===== src/rtl/ysyx_24100029_ras_pkg.sv =====
// Shared widths, checkpoint payload type and op decode for the return address stack.
package ysyx_24100029_ras_pkg;

   localparam int DEPTH = 8;
   localparam int AW    = 32;
   localparam int NCKPT = 4;

   localparam int SPW  = $clog2(DEPTH);
   localparam int CNTW = $clog2(DEPTH + 1);
   localparam int IDW  = $clog2(NCKPT);

   typedef struct packed {
      logic [SPW-1:0]  sp;
      logic [CNTW-1:0] count;
      logic [AW-1:0]   top;
   } ras_ckpt_t;

   typedef enum logic [1:0] {NOP, PUSH, POP, REPLACE} ras_op_e;

   // A push+pop on an empty stack degenerates to a plain push.
   function automatic ras_op_e decode_op(logic push, logic pop, logic empty);
      if (push && pop && !empty) return REPLACE;
      if (push)                  return PUSH;
      if (pop)                   return POP;
      return NOP;
   endfunction

endpackage


===== src/rtl/ysyx_24100029_ras_ckpt_if.sv =====
// Stack, checkpoint and status signals between the branch predictor and the RAS.
// ckpt_i is a valid qualified by ckpt_ready_o: a checkpoint is taken only in a
// cycle where both are high and restore_i is low; all other inputs are unqualified.
interface ysyx_24100029_ras_ckpt_if import ysyx_24100029_ras_pkg::*; ();

   logic           push_i;
   logic [AW-1:0]  push_addr_i;
   logic           pop_i;
   logic [AW-1:0]  top_o;
   logic           top_valid_o;
   logic           ckpt_i;
   logic           ckpt_ready_o;
   logic [IDW-1:0] ckpt_id_o;
   logic           restore_i;
   logic [IDW-1:0] restore_id_i;
   logic           release_i;
   logic [IDW-1:0] release_id_i;
   logic           overflow_o;
   logic           underflow_o;

   modport master (
      output push_i, push_addr_i, pop_i, ckpt_i, restore_i, restore_id_i,
             release_i, release_id_i,
      input  top_o, top_valid_o, ckpt_ready_o, ckpt_id_o, overflow_o, underflow_o
   );

   modport slave (
      input  push_i, push_addr_i, pop_i, ckpt_i, restore_i, restore_id_i,
             release_i, release_id_i,
      output top_o, top_valid_o, ckpt_ready_o, ckpt_id_o, overflow_o, underflow_o
   );

endinterface


===== src/rtl/ysyx_24100029_ras_ckpt_file.sv =====
// Checkpoint slot storage with busy bits and lowest-free-index allocation.
module ysyx_24100029_ras_ckpt_file import ysyx_24100029_ras_pkg::*; (
   input  logic           clock,
   input  logic           reset,
   input  logic           alloc_i,
   input  ras_ckpt_t      alloc_data_i,
   input  logic           release_i,
   input  logic [IDW-1:0] release_id_i,
   input  logic           clear_i,
   input  logic [IDW-1:0] rd_id_i,
   output logic           ready_o,
   output logic [IDW-1:0] free_id_o,
   output ras_ckpt_t      rd_slot_o,
   output logic           rd_busy_o
);

   logic [NCKPT-1:0] busy_q, busy_d;
   ras_ckpt_t        slot_q [NCKPT];

   always_comb begin
      free_id_o = '0;
      for (int i = NCKPT - 1; i >= 0; i--) begin
         if (!busy_q[i]) free_id_o = IDW'(i);
      end
   end

   assign ready_o   = |(~busy_q);
   assign rd_slot_o = slot_q[rd_id_i];
   assign rd_busy_o = busy_q[rd_id_i];

   // Allocation is applied after release so a same-slot release loses.
   always_comb begin
      busy_d = busy_q;
      if (release_i) busy_d[release_id_i] = 1'b0;
      if (alloc_i)   busy_d[free_id_o]    = 1'b1;
      if (clear_i)   busy_d               = '0;
   end

   always_ff @(posedge clock) begin
      if (reset) busy_q <= '0;
      else       busy_q <= busy_d;
   end

   always_ff @(posedge clock) begin
      if (!reset && alloc_i) slot_q[free_id_o] <= alloc_data_i;
   end

endmodule


===== src/rtl/ysyx_24100029_ras_ckpt.sv =====
// Return address stack with wrap-on-overflow and one-cycle checkpoint repair.
module ysyx_24100029_ras_ckpt import ysyx_24100029_ras_pkg::*; (
   input  logic                      clock,
   input  logic                      reset,
   ysyx_24100029_ras_ckpt_if.slave   bus
);

   localparam logic [CNTW-1:0] FULL = CNTW'(DEPTH);

   logic [SPW-1:0]  sp_q, sp_d, sp_m1, sp_m2;
   logic [CNTW-1:0] count_q, count_d;
   logic            ovf_q, ovf_d, unf_q, unf_d;
   logic [AW-1:0]   lifo_q [DEPTH];
   logic            lifo_we;
   logic [SPW-1:0]  lifo_waddr;
   logic [AW-1:0]   lifo_wdata;
   logic            empty, full;
   logic [AW-1:0]   top_cur, top_next;
   ras_op_e         op;
   logic            ckpt_fire, restore_fire, file_ready, rd_busy;
   logic [IDW-1:0]  free_id;
   ras_ckpt_t       rd_slot, snap;

   assign sp_m1   = sp_q - SPW'(1);
   assign sp_m2   = sp_q - SPW'(2);
   assign empty   = (count_q == '0);
   assign full    = (count_q == FULL);
   assign top_cur = empty ? '0 : lifo_q[sp_m1];
   assign op      = decode_op(bus.push_i, bus.pop_i, empty);

   always_comb begin
      sp_d       = sp_q;
      count_d    = count_q;
      ovf_d      = 1'b0;
      unf_d      = 1'b0;
      lifo_we    = 1'b0;
      lifo_waddr = sp_q;
      lifo_wdata = bus.push_addr_i;
      top_next   = top_cur;
      if (bus.restore_i) begin
         // Rewrite the snapshot's top in case it was clobbered after the snapshot.
         if (rd_busy) begin
            sp_d       = rd_slot.sp;
            count_d    = rd_slot.count;
            lifo_we    = (rd_slot.count != '0);
            lifo_waddr = rd_slot.sp - SPW'(1);
            lifo_wdata = rd_slot.top;
         end
      end else begin
         case (op)
            PUSH: begin
               lifo_we  = 1'b1;
               sp_d     = sp_q + SPW'(1);
               top_next = bus.push_addr_i;
               if (full) ovf_d   = 1'b1;
               else      count_d = count_q + CNTW'(1);
            end
            POP: begin
               if (empty) begin
                  unf_d = 1'b1;
               end else begin
                  sp_d     = sp_m1;
                  count_d  = count_q - CNTW'(1);
                  top_next = (count_q == CNTW'(1)) ? '0 : lifo_q[sp_m2];
               end
            end
            REPLACE: begin
               lifo_we    = 1'b1;
               lifo_waddr = sp_m1;
               top_next   = bus.push_addr_i;
            end
            default: ;
         endcase
      end
   end

   assign restore_fire = bus.restore_i & rd_busy;
   assign ckpt_fire    = bus.ckpt_i & file_ready & ~bus.restore_i;
   assign snap         = '{sp: sp_d, count: count_d, top: top_next};

   always_ff @(posedge clock) begin
      if (reset) begin
         sp_q    <= '0;
         count_q <= '0;
         ovf_q   <= 1'b0;
         unf_q   <= 1'b0;
      end else begin
         sp_q    <= sp_d;
         count_q <= count_d;
         ovf_q   <= ovf_d;
         unf_q   <= unf_d;
      end
   end

   always_ff @(posedge clock) begin
      if (!reset && lifo_we) lifo_q[lifo_waddr] <= lifo_wdata;
   end

   ysyx_24100029_ras_ckpt_file u_file (
      .clock        (clock),
      .reset        (reset),
      .alloc_i      (ckpt_fire),
      .alloc_data_i (snap),
      .release_i    (bus.release_i),
      .release_id_i (bus.release_id_i),
      .clear_i      (restore_fire),
      .rd_id_i      (bus.restore_id_i),
      .ready_o      (file_ready),
      .free_id_o    (free_id),
      .rd_slot_o    (rd_slot),
      .rd_busy_o    (rd_busy)
   );

   assign bus.top_o        = top_cur;
   assign bus.top_valid_o  = ~empty;
   assign bus.ckpt_ready_o = file_ready;
   assign bus.ckpt_id_o    = free_id;
   assign bus.overflow_o   = ovf_q;
   assign bus.underflow_o  = unf_q;

   restore_of_busy_slot: assert property (
      @(posedge clock) disable iff (reset) bus.restore_i |-> rd_busy
   );

endmodule


===== src/flat_wrapper.sv =====
// flat-port wrapper written by rule: the top's interface ports become plain ports
module ysyx_24100029_ras_ckpt_flat import ysyx_24100029_ras_pkg::*;
  (clock, reset, bus_push_i, bus_push_addr_i, bus_pop_i, bus_ckpt_i, bus_restore_i, bus_restore_id_i, bus_release_i, bus_release_id_i, bus_top_o, bus_top_valid_o, bus_ckpt_ready_o, bus_ckpt_id_o, bus_overflow_o, bus_underflow_o);
  ysyx_24100029_ras_ckpt_if bus_i ();
  input  logic clock;
  input  logic reset;
  input wire logic [$bits(bus_i.push_i)-1:0] bus_push_i;
  input wire logic [$bits(bus_i.push_addr_i)-1:0] bus_push_addr_i;
  input wire logic [$bits(bus_i.pop_i)-1:0] bus_pop_i;
  input wire logic [$bits(bus_i.ckpt_i)-1:0] bus_ckpt_i;
  input wire logic [$bits(bus_i.restore_i)-1:0] bus_restore_i;
  input wire logic [$bits(bus_i.restore_id_i)-1:0] bus_restore_id_i;
  input wire logic [$bits(bus_i.release_i)-1:0] bus_release_i;
  input wire logic [$bits(bus_i.release_id_i)-1:0] bus_release_id_i;
  output wire logic [$bits(bus_i.top_o)-1:0] bus_top_o;
  output wire logic [$bits(bus_i.top_valid_o)-1:0] bus_top_valid_o;
  output wire logic [$bits(bus_i.ckpt_ready_o)-1:0] bus_ckpt_ready_o;
  output wire logic [$bits(bus_i.ckpt_id_o)-1:0] bus_ckpt_id_o;
  output wire logic [$bits(bus_i.overflow_o)-1:0] bus_overflow_o;
  output wire logic [$bits(bus_i.underflow_o)-1:0] bus_underflow_o;
  assign bus_i.push_i = bus_push_i;
  assign bus_i.push_addr_i = bus_push_addr_i;
  assign bus_i.pop_i = bus_pop_i;
  assign bus_i.ckpt_i = bus_ckpt_i;
  assign bus_i.restore_i = bus_restore_i;
  assign bus_i.restore_id_i = bus_restore_id_i;
  assign bus_i.release_i = bus_release_i;
  assign bus_i.release_id_i = bus_release_id_i;
  assign bus_top_o = bus_i.top_o;
  assign bus_top_valid_o = bus_i.top_valid_o;
  assign bus_ckpt_ready_o = bus_i.ckpt_ready_o;
  assign bus_ckpt_id_o = bus_i.ckpt_id_o;
  assign bus_overflow_o = bus_i.overflow_o;
  assign bus_underflow_o = bus_i.underflow_o;
  ysyx_24100029_ras_ckpt u_core (.clock(clock), .reset(reset), .bus(bus_i));
endmodule

===== config.mk =====
export PLATFORM = sky130hd
export DESIGN_NAME = ysyx_24100029_ras_ckpt_flat
export DESIGN_NICKNAME = d
export VERILOG_FILES = /design/src/rtl/ysyx_24100029_ras_pkg.sv /design/src/rtl/ysyx_24100029_ras_ckpt_if.sv /design/src/rtl/ysyx_24100029_ras_ckpt_file.sv /design/src/rtl/ysyx_24100029_ras_ckpt.sv /design/src/flat_wrapper.sv
export SDC_FILE = /design/constraint.sdc
export NUM_CORES = 1
export LEC_CHECK = 0
export CORE_UTILIZATION = 35
export CTS_CLUSTER_DIAMETER = 80
export DETAILED_ROUTE_END_ITERATION = 12
export GPL_TIMING_DRIVEN = 0
export HOLD_SLACK_MARGIN = 0.06
export PLACE_DENSITY_LB_ADDON = 0.08
export REMOVE_ABC_BUFFERS = 1
export SLEW_MARGIN = 10
export SYNTH_ARGS = -nofsm -noshare
export SYNTH_HDL_FRONTEND = slang
export SYNTH_SLANG_ARGS = --single-unit

===== constraint.sdc =====
create_clock -name clock -period 6.3 [get_ports clock]
set_input_delay 0.63 -clock clock [delete_from_list [all_inputs] [get_ports clock]]
set_output_delay 0.63 -clock clock [all_outputs]
set_load 0.03 [all_outputs]

==> out/results.ini, run 1 <==
[grt]
grt_pass1_wl_um = 78900
grt_max_degree = 46
grt_overflow = 0
grt_pass1_vias = 11800
antenna_found_initial = 0
track_usage = 0.192

[clock_network]
cts_root_buf = clkbuf_16
clk_latency_ns = 0.59
clkSlewWorstSetupHoldPaths_ns = 0.06
post_cts_buffers = 0
cts_made_buffers = 47
cts_hold_buf = 0
cts_max_level = 2
cts_tree = built
clockBufferDepth = 3
cts.sinks = 425
cts_resized = 0

[placement]
dp_hpwl_um = 35200
portBuffers = 80
gp_congestion = 0.719
placed_area_um2 = 21900

[detailed_routing]
drc = 0
avgRoutedWirePerCell_um = 25.7
drtPass1Iterations = 5
ant_nets = 0
drt_iter0_markers = 956
vias = 11200
postRouteWirelength_um = 52500
vias_per_cell = 5.49

[sta]
fmax_mhz = 191
timing.final.crit_share = 0.830
skew_ns = 0.0195
maxSlewViolCount = 0
finalCriticalPeriod_ns = 5.23
rsz0062_at_grt = false
worst_slew_pin_slew_ns = 1.29
relSlewSlack = 0.137
finalSetupViolCount = 0
setup_tns_ns = 0
hold_viol = 0

[cells_and_area]
n_fill_cell = 4796
final_net_count = 1323
antennaDiodeCount = 0
multi_input_area_um2 = 6450
ff_latch_area_um2 = 12600
drive_above_1_share = 0.264
syn_to_final_growth_pct = 20.7
final_cell_area_um2 = 23400
final_core_utilization = 0.431

[synthesis]
synth.largest_area_cell = edfxtp_1
yosysWarnings = 0
synthArstFlopShare = 0
synth_top_family_by_area = multiplexers
synthAdderAreaFrac = 0.00387
synth_seq_cells = 425
synth_mux_area_frac = 0.198
syn_inst = 1151
syn_area_per_cell_um2 = 16.9
synthTopCellsByCount = edfxtp_1 (412), nand2_1 (187), mux4_2 (167)
synth_area_leaders = edfxtp_1 (64%), mux4_2 (19%), nand2_1 (3.6%), nand3_1 (1.8%), dfxtp_1 (1.3%)
synth-compound-area-share = 0.0437
synthXorXnorAreaFrac = 0.00451
ys_seq_area_frac = 0.651
yosys.area_share.simple = 0.0754
synth_edf_count = 412
synthFlopType = edfxtp_1
synth_top_area_frac = 0.638
syn_area_um2 = 19400
synth_cell_types = 65
synth_most_common_cell = edfxtp_1

[die]
core_area_um2 = 54300
num_rows = 85
fp.dieW_um = 237
initial_utilization = 0.357
ios = 81
fp.dieH_um = 237
dieArea_um2 = 56400

[power_and_ir_drop]
power.total_mw = 7.27
intPower_mw = 5.37
p_sw_frac = 0.262
power_frac_clock = 0.370
p_per_area_nw_per_um2 = 311
power_switching_mw = 1.91
combPwrFrac = 0.182
max-vdd-ir-drop_v = 0.000183
leakagePower_nw = 7.64
pwr-share-seq = 0.448

[worst_setup_path]
crit_fanout = 19
crit_required_ns = 5.67
end_kind = output port
critPathLaunchType = flop
critical_path_class = reg -> out
cp.arrival_ns = 4.60

[run]
drv_cap = 0

[run_status]
status = finished clean

[worst_hold_path]
min_path_type = reg -> reg

==> flip-flops by register name, summed over array words and instances, names as in the netlist <==
register                cells
u_core.lifo_q             256
u_core.u_file.slot_q      156
u_core.count_q              4
u_core.u_file.busy_q        4
u_core.sp_q                 3
u_core.bus.overflow_o       1
u_core.bus.underflow_o      1
==> placed cells by master (no fill, tap or decap), drive strengths merged, types with 7 or more instances in the layout <==
master	instances
nand2b	7
a21boi	17
nand2	188
mux4	167
clkdlybuf4s50	78
buf	84
dfxtp	13
nor2b	7
nand3	71
inv	10
clkinv	13
nor3	14
a22oi	33
a21oi	14
nor2	15
clkbuf	65
edfxtp	412
a221o	16
nor4	8
==> metal layers <==
metal / wire length [um] / track usage / vias to the layer above / share of wire
li1: - / - / 4926 / -
met1: 22700 / 0.260 / 5920 / 0.43
met2: 25800 / 0.317 / 309 / 0.49
met4: 1160 / 0.0606 / 0 / 0.022
met3: 2850 / 0.0319 / 74 / 0.054
met5: 0 / 0 / - / 0
==> worst paths after layout <==
| path | from | to | slack, ns | cells past startpoint |
|---|---|---|---|---|
| min | u_core.u_file.busy_q[1]$_SDFF_PP0_ | u_core.u_file.busy_q[1]$_SDFF_PP0_ | 0.61 | 2 |
| max | u_core.sp_q[1]$_SDFF_PP0_ | bus_top_o[9] | 1.07 | 8 |
| max reg2reg | u_core.sp_q[1]$_SDFF_PP0_ | u_core.lifo_q[1][23]$_DFFE_PP_ | 1.73 | 8 |
| min reg2reg | u_core.u_file.busy_q[1]$_SDFF_PP0_ | u_core.u_file.busy_q[1]$_SDFF_PP0_ | 0.61 | 2 |
==> worst max-delay path, stage by stage (launching register included) <==
cell             delay [ns]
dfxtp_4                0.54
clkinv_1               0.89
ha_4                   0.55
xnor2_2                0.63
buf_6                  0.26
buf_8                  0.16
nand3_1                0.08
nand2_1                0.17
clkdlybuf4s50_1        0.70
==> power by group through the flow <==
stage | Clock (mW) | Combinational, mW | Sequential [mW]
global placement | 0 | 1.27 | 3.39
finish | 2.69 | 1.32 | 3.26
CTS | 2.77 | 1.34 | 3.26
global route | 2.86 | 1.42 | 3.27
detailed placement | 0 | 1.34 | 3.32
floorplan | 0 | 0.783 | 3.35
==> area by class of cell <==
class | instances | area share
clock buffer | 65 | 0.0553
clock inverter | 17 | 0.00823
inverter | 10 | 0.00171
multi-input combinational | 628 | 0.275
sequential | 425 | 0.540
tap | 739 | 0.0395
timing repair buffer | 162 | 0.0801
==> per-stage QoR <==
stage | std cells | worst slack [ns] | hold WS [ns]
5_1_grt | 2046 | 0.908 | 0.664
2_1_floorplan | 1063 | -3.85 | 0.535
3_5_place_dp | 1964 | 1.07 | 0.602
6_report | 2046 | 1.07 | 0.615
4_1_cts | 2046 | 0.991 | 0.615
3_3_place_gp | 1882 | -10.75 | 0.577
==> kinds of logic (layout without fill, tap and decap cells) <==
logic type / Yosys count / count (layout)
simple gates: 326 / 326
mux: 175 / 175
xor+xnor: 10 / 10
flops: 425 / 425
fa+ha+maj: 6 / 6
compound gates: 111 / 111
buf+inv: 98 / 254
Power figures use the tool's default switching activity.
==> inputs of run 2 (changes only) <==
==> constraint.sdc (replaced) <==
create_clock -name clock -period 4.4 [get_ports clock]
set_input_delay 0.44 -clock clock [delete_from_list [all_inputs] [get_ports clock]]
set_output_delay 0.44 -clock clock [all_outputs]
set_load 0.03 [all_outputs]
==> out/results.ini, run 2 (same netlist as run 1, synthesis figures left out) <==
[detailed_routing]
drt_iter0_markers = 927  ; -3.0%
vias_per_cell = 5.49  ; about the same
avgRoutedWirePerCell_um = 25.8  ; +0.35%
postRouteWirelength_um = 52800  ; +0.40%
drc = 0  ; unchanged
drtPass1Iterations = 7  ; +2
vias = 11200  ; unchanged
ant_nets = 0  ; unchanged

[cells_and_area]
multi_input_area_um2 = 6470  ; +0.35%
largest_registers = u_core.lifo_q (256), u_core.u_file.slot_q (156)
mostFrequentLayoutCells = edfxtp_1 (412), nand2_1 (187), mux4_2 (167)
drive_above_1_share = 0.265  ; +0.00133
regMostFlops = u_core.lifo_q
layout_commonest_cell = edfxtp_1
ff_latch_area_um2 = 12600  ; unchanged
antennaDiodeCount = 0  ; unchanged
syn_to_final_growth_pct = 20.9
stdcell_count = 2047  ; +0.049%
final_net_count = 1324  ; +0.076%
largest_register_ffs = 256  ; unchanged
n_fill_cell = 4796  ; unchanged

[power_and_ir_drop]
p_per_area_nw_per_um2 = 445  ; +43%
max-vdd-ir-drop_v = 0.000261  ; +42%
combPwrFrac = 0.183  ; about the same
pwr-share-seq = 0.447  ; about the same
intPower_mw = 7.70  ; +43%
power_switching_mw = 2.74  ; +44%
p_sw_frac = 0.263  ; +0.000881
power_frac_clock = 0.370  ; about the same
leakagePower_nw = 7.67  ; +0.36%

[die]
core_area_um2 = 54300  ; unchanged
dieArea_um2 = 56400  ; unchanged
fp.dieW_um = 237  ; unchanged
num_rows = 85  ; unchanged
initial_utilization = 0.357  ; unchanged
ios = 81  ; unchanged
fp.dieH_um = 237  ; unchanged

[grt]
track_usage = 0.193  ; +0.000668
antenna_found_initial = 0  ; unchanged
grt_max_degree = 46  ; unchanged
grtUsageMet1 = 0.260  ; +0.000312
grtUsageMet2 = 0.319  ; +0.00258
globalRouteMet3Util = 0.0322  ; +0.000232
grt_pass1_wl_um = 79100  ; +0.25%
grt_overflow = 0  ; unchanged
grt_pass1_vias = 11800  ; +0.085%
grt_busiest_layer = met2

[sta]
relSlewSlack = 0.241  ; +0.104
worst_slew_pin_slew_ns = 1.14  ; -0.155 ns
fmax_mhz = 244
maxSlewViolCount = 0  ; unchanged
rsz0062_at_grt = false
timing.final.crit_share = 0.932
finalSetupViolCount = 0  ; unchanged
skew_ns = 0.0193  ; -0.000185 ns
whs_ns = 0.600  ; -0.0147 ns
hold_viol = 0  ; unchanged
finalCriticalPeriod_ns = 4.10

[placement]
dp_hpwl_um = 35200  ; unchanged
dp_cells = 1964  ; unchanged
gp_congestion = 0.719  ; unchanged
portBuffers = 80  ; unchanged

[worst_setup_path]
crit_fanout = 41  ; +22
cp.arrival_ns = 4.38  ; -0.22 ns
critical_path_class = reg -> reg
critPathLaunchType = flop
end_kind = flop
crit_required_ns = 4.68  ; -0.99 ns

[clock_network]
cts.sinks = 425  ; unchanged
cts_hold_buf = 0  ; unchanged
cts_root_buf = clkbuf_16
cts_max_level = 2  ; unchanged
cts_tree = built
cts_made_buffers = 47  ; unchanged
clkSlewWorstSetupHoldPaths_ns = 0.06  ; about the same
clockBufferDepth = 3  ; unchanged
clk_latency_ns = 0.59  ; about the same

[worst_hold_path]
min_path_type = in -> reg

[run]
drv_cap = 0  ; unchanged

[run_status]
status = finished clean

[run 2: final cells by class]
class                      count  share of cell area
clock buffer                  65              0.0552
clock inverter                17             0.00821
inverter                      10             0.00192
multi-input combinational    628               0.276
sequential                   425               0.539
tap                          739              0.0394
timing repair buffer         163              0.0806
[run 2: per-layer routing]
layer / up-vias / part of all wire
met5: - / 0
met4: 0 / 0.021
met3: 70 / 0.055
met2: 319 / 0.49
met1: 5908 / 0.43
li1: 4932 / -
[run 2: repair_timing]
action	4_1_cts	5_1_grt
resized for setup	4	1
setup endpoints to repair	104	1
pin swaps	1	0
buffers inserted	1	0
[run 2: worst paths after layout]
kind                                              to  cells past startpoint  slack (ns)                               start
setup / recovery      u_core.lifo_q[2][31]$_DFFE_PP_                     11        0.30        u_core.count_q[1]$_SDFF_PP0_
hold / removal    u_core.u_file.busy_q[2]$_SDFF_PP0_                      3        0.60                 bus_release_id_i[0]
setup reg to reg      u_core.lifo_q[2][31]$_DFFE_PP_                     11        0.30        u_core.count_q[1]$_SDFF_PP0_
hold reg to reg   u_core.u_file.busy_q[1]$_SDFF_PP0_                      2        0.62  u_core.u_file.busy_q[1]$_SDFF_PP0_
[run 2: power by group through the flow]
stage	logic [mW]	clock network [mW]	registers [mW]
2_1_floorplan	1.12	0	4.79
6_report	1.91	3.86	4.67
3_3_place_gp	1.82	0	4.85
5_1_grt	2.05	4.10	4.68
4_1_cts	1.94	3.96	4.67
3_5_place_dp	1.92	0	4.75
[run 2: metrics by stage]
stage / power, mW / instance area (um2) / setup TNS [ns] / util / worst slack (ns)
2_1_floorplan: 5.91 / 19000 / -2062.59 / - / -5.75
3_3_place_gp: 6.67 / 20700 / -5617.41 / 0.381 / -12.65
3_5_place_dp: 6.67 / 21900 / -89.38 / 0.404 / -0.637
4_1_cts: 10.6 / 23500 / 0 / 0.432 / 0.252
5_1_grt: 10.8 / 23500 / 0 / 0.432 / 0.0218
6_report: 10.4 / 23500 / 0 / 0.432 / 0.301
[run 2: worst max-delay path, cell delays in order (launching register included)]
cell and delay, ns:
dfxtp_1 0.47, inv_1 0.14, ha_1 0.30, nor3b_2 0.24, inv_4 0.37, buf_12 0.31
a31oi_1 0.12, o32ai_1 0.41, o211ai_1 0.31, nor3_2 0.62, buf_6 0.24, buf_4 0.21
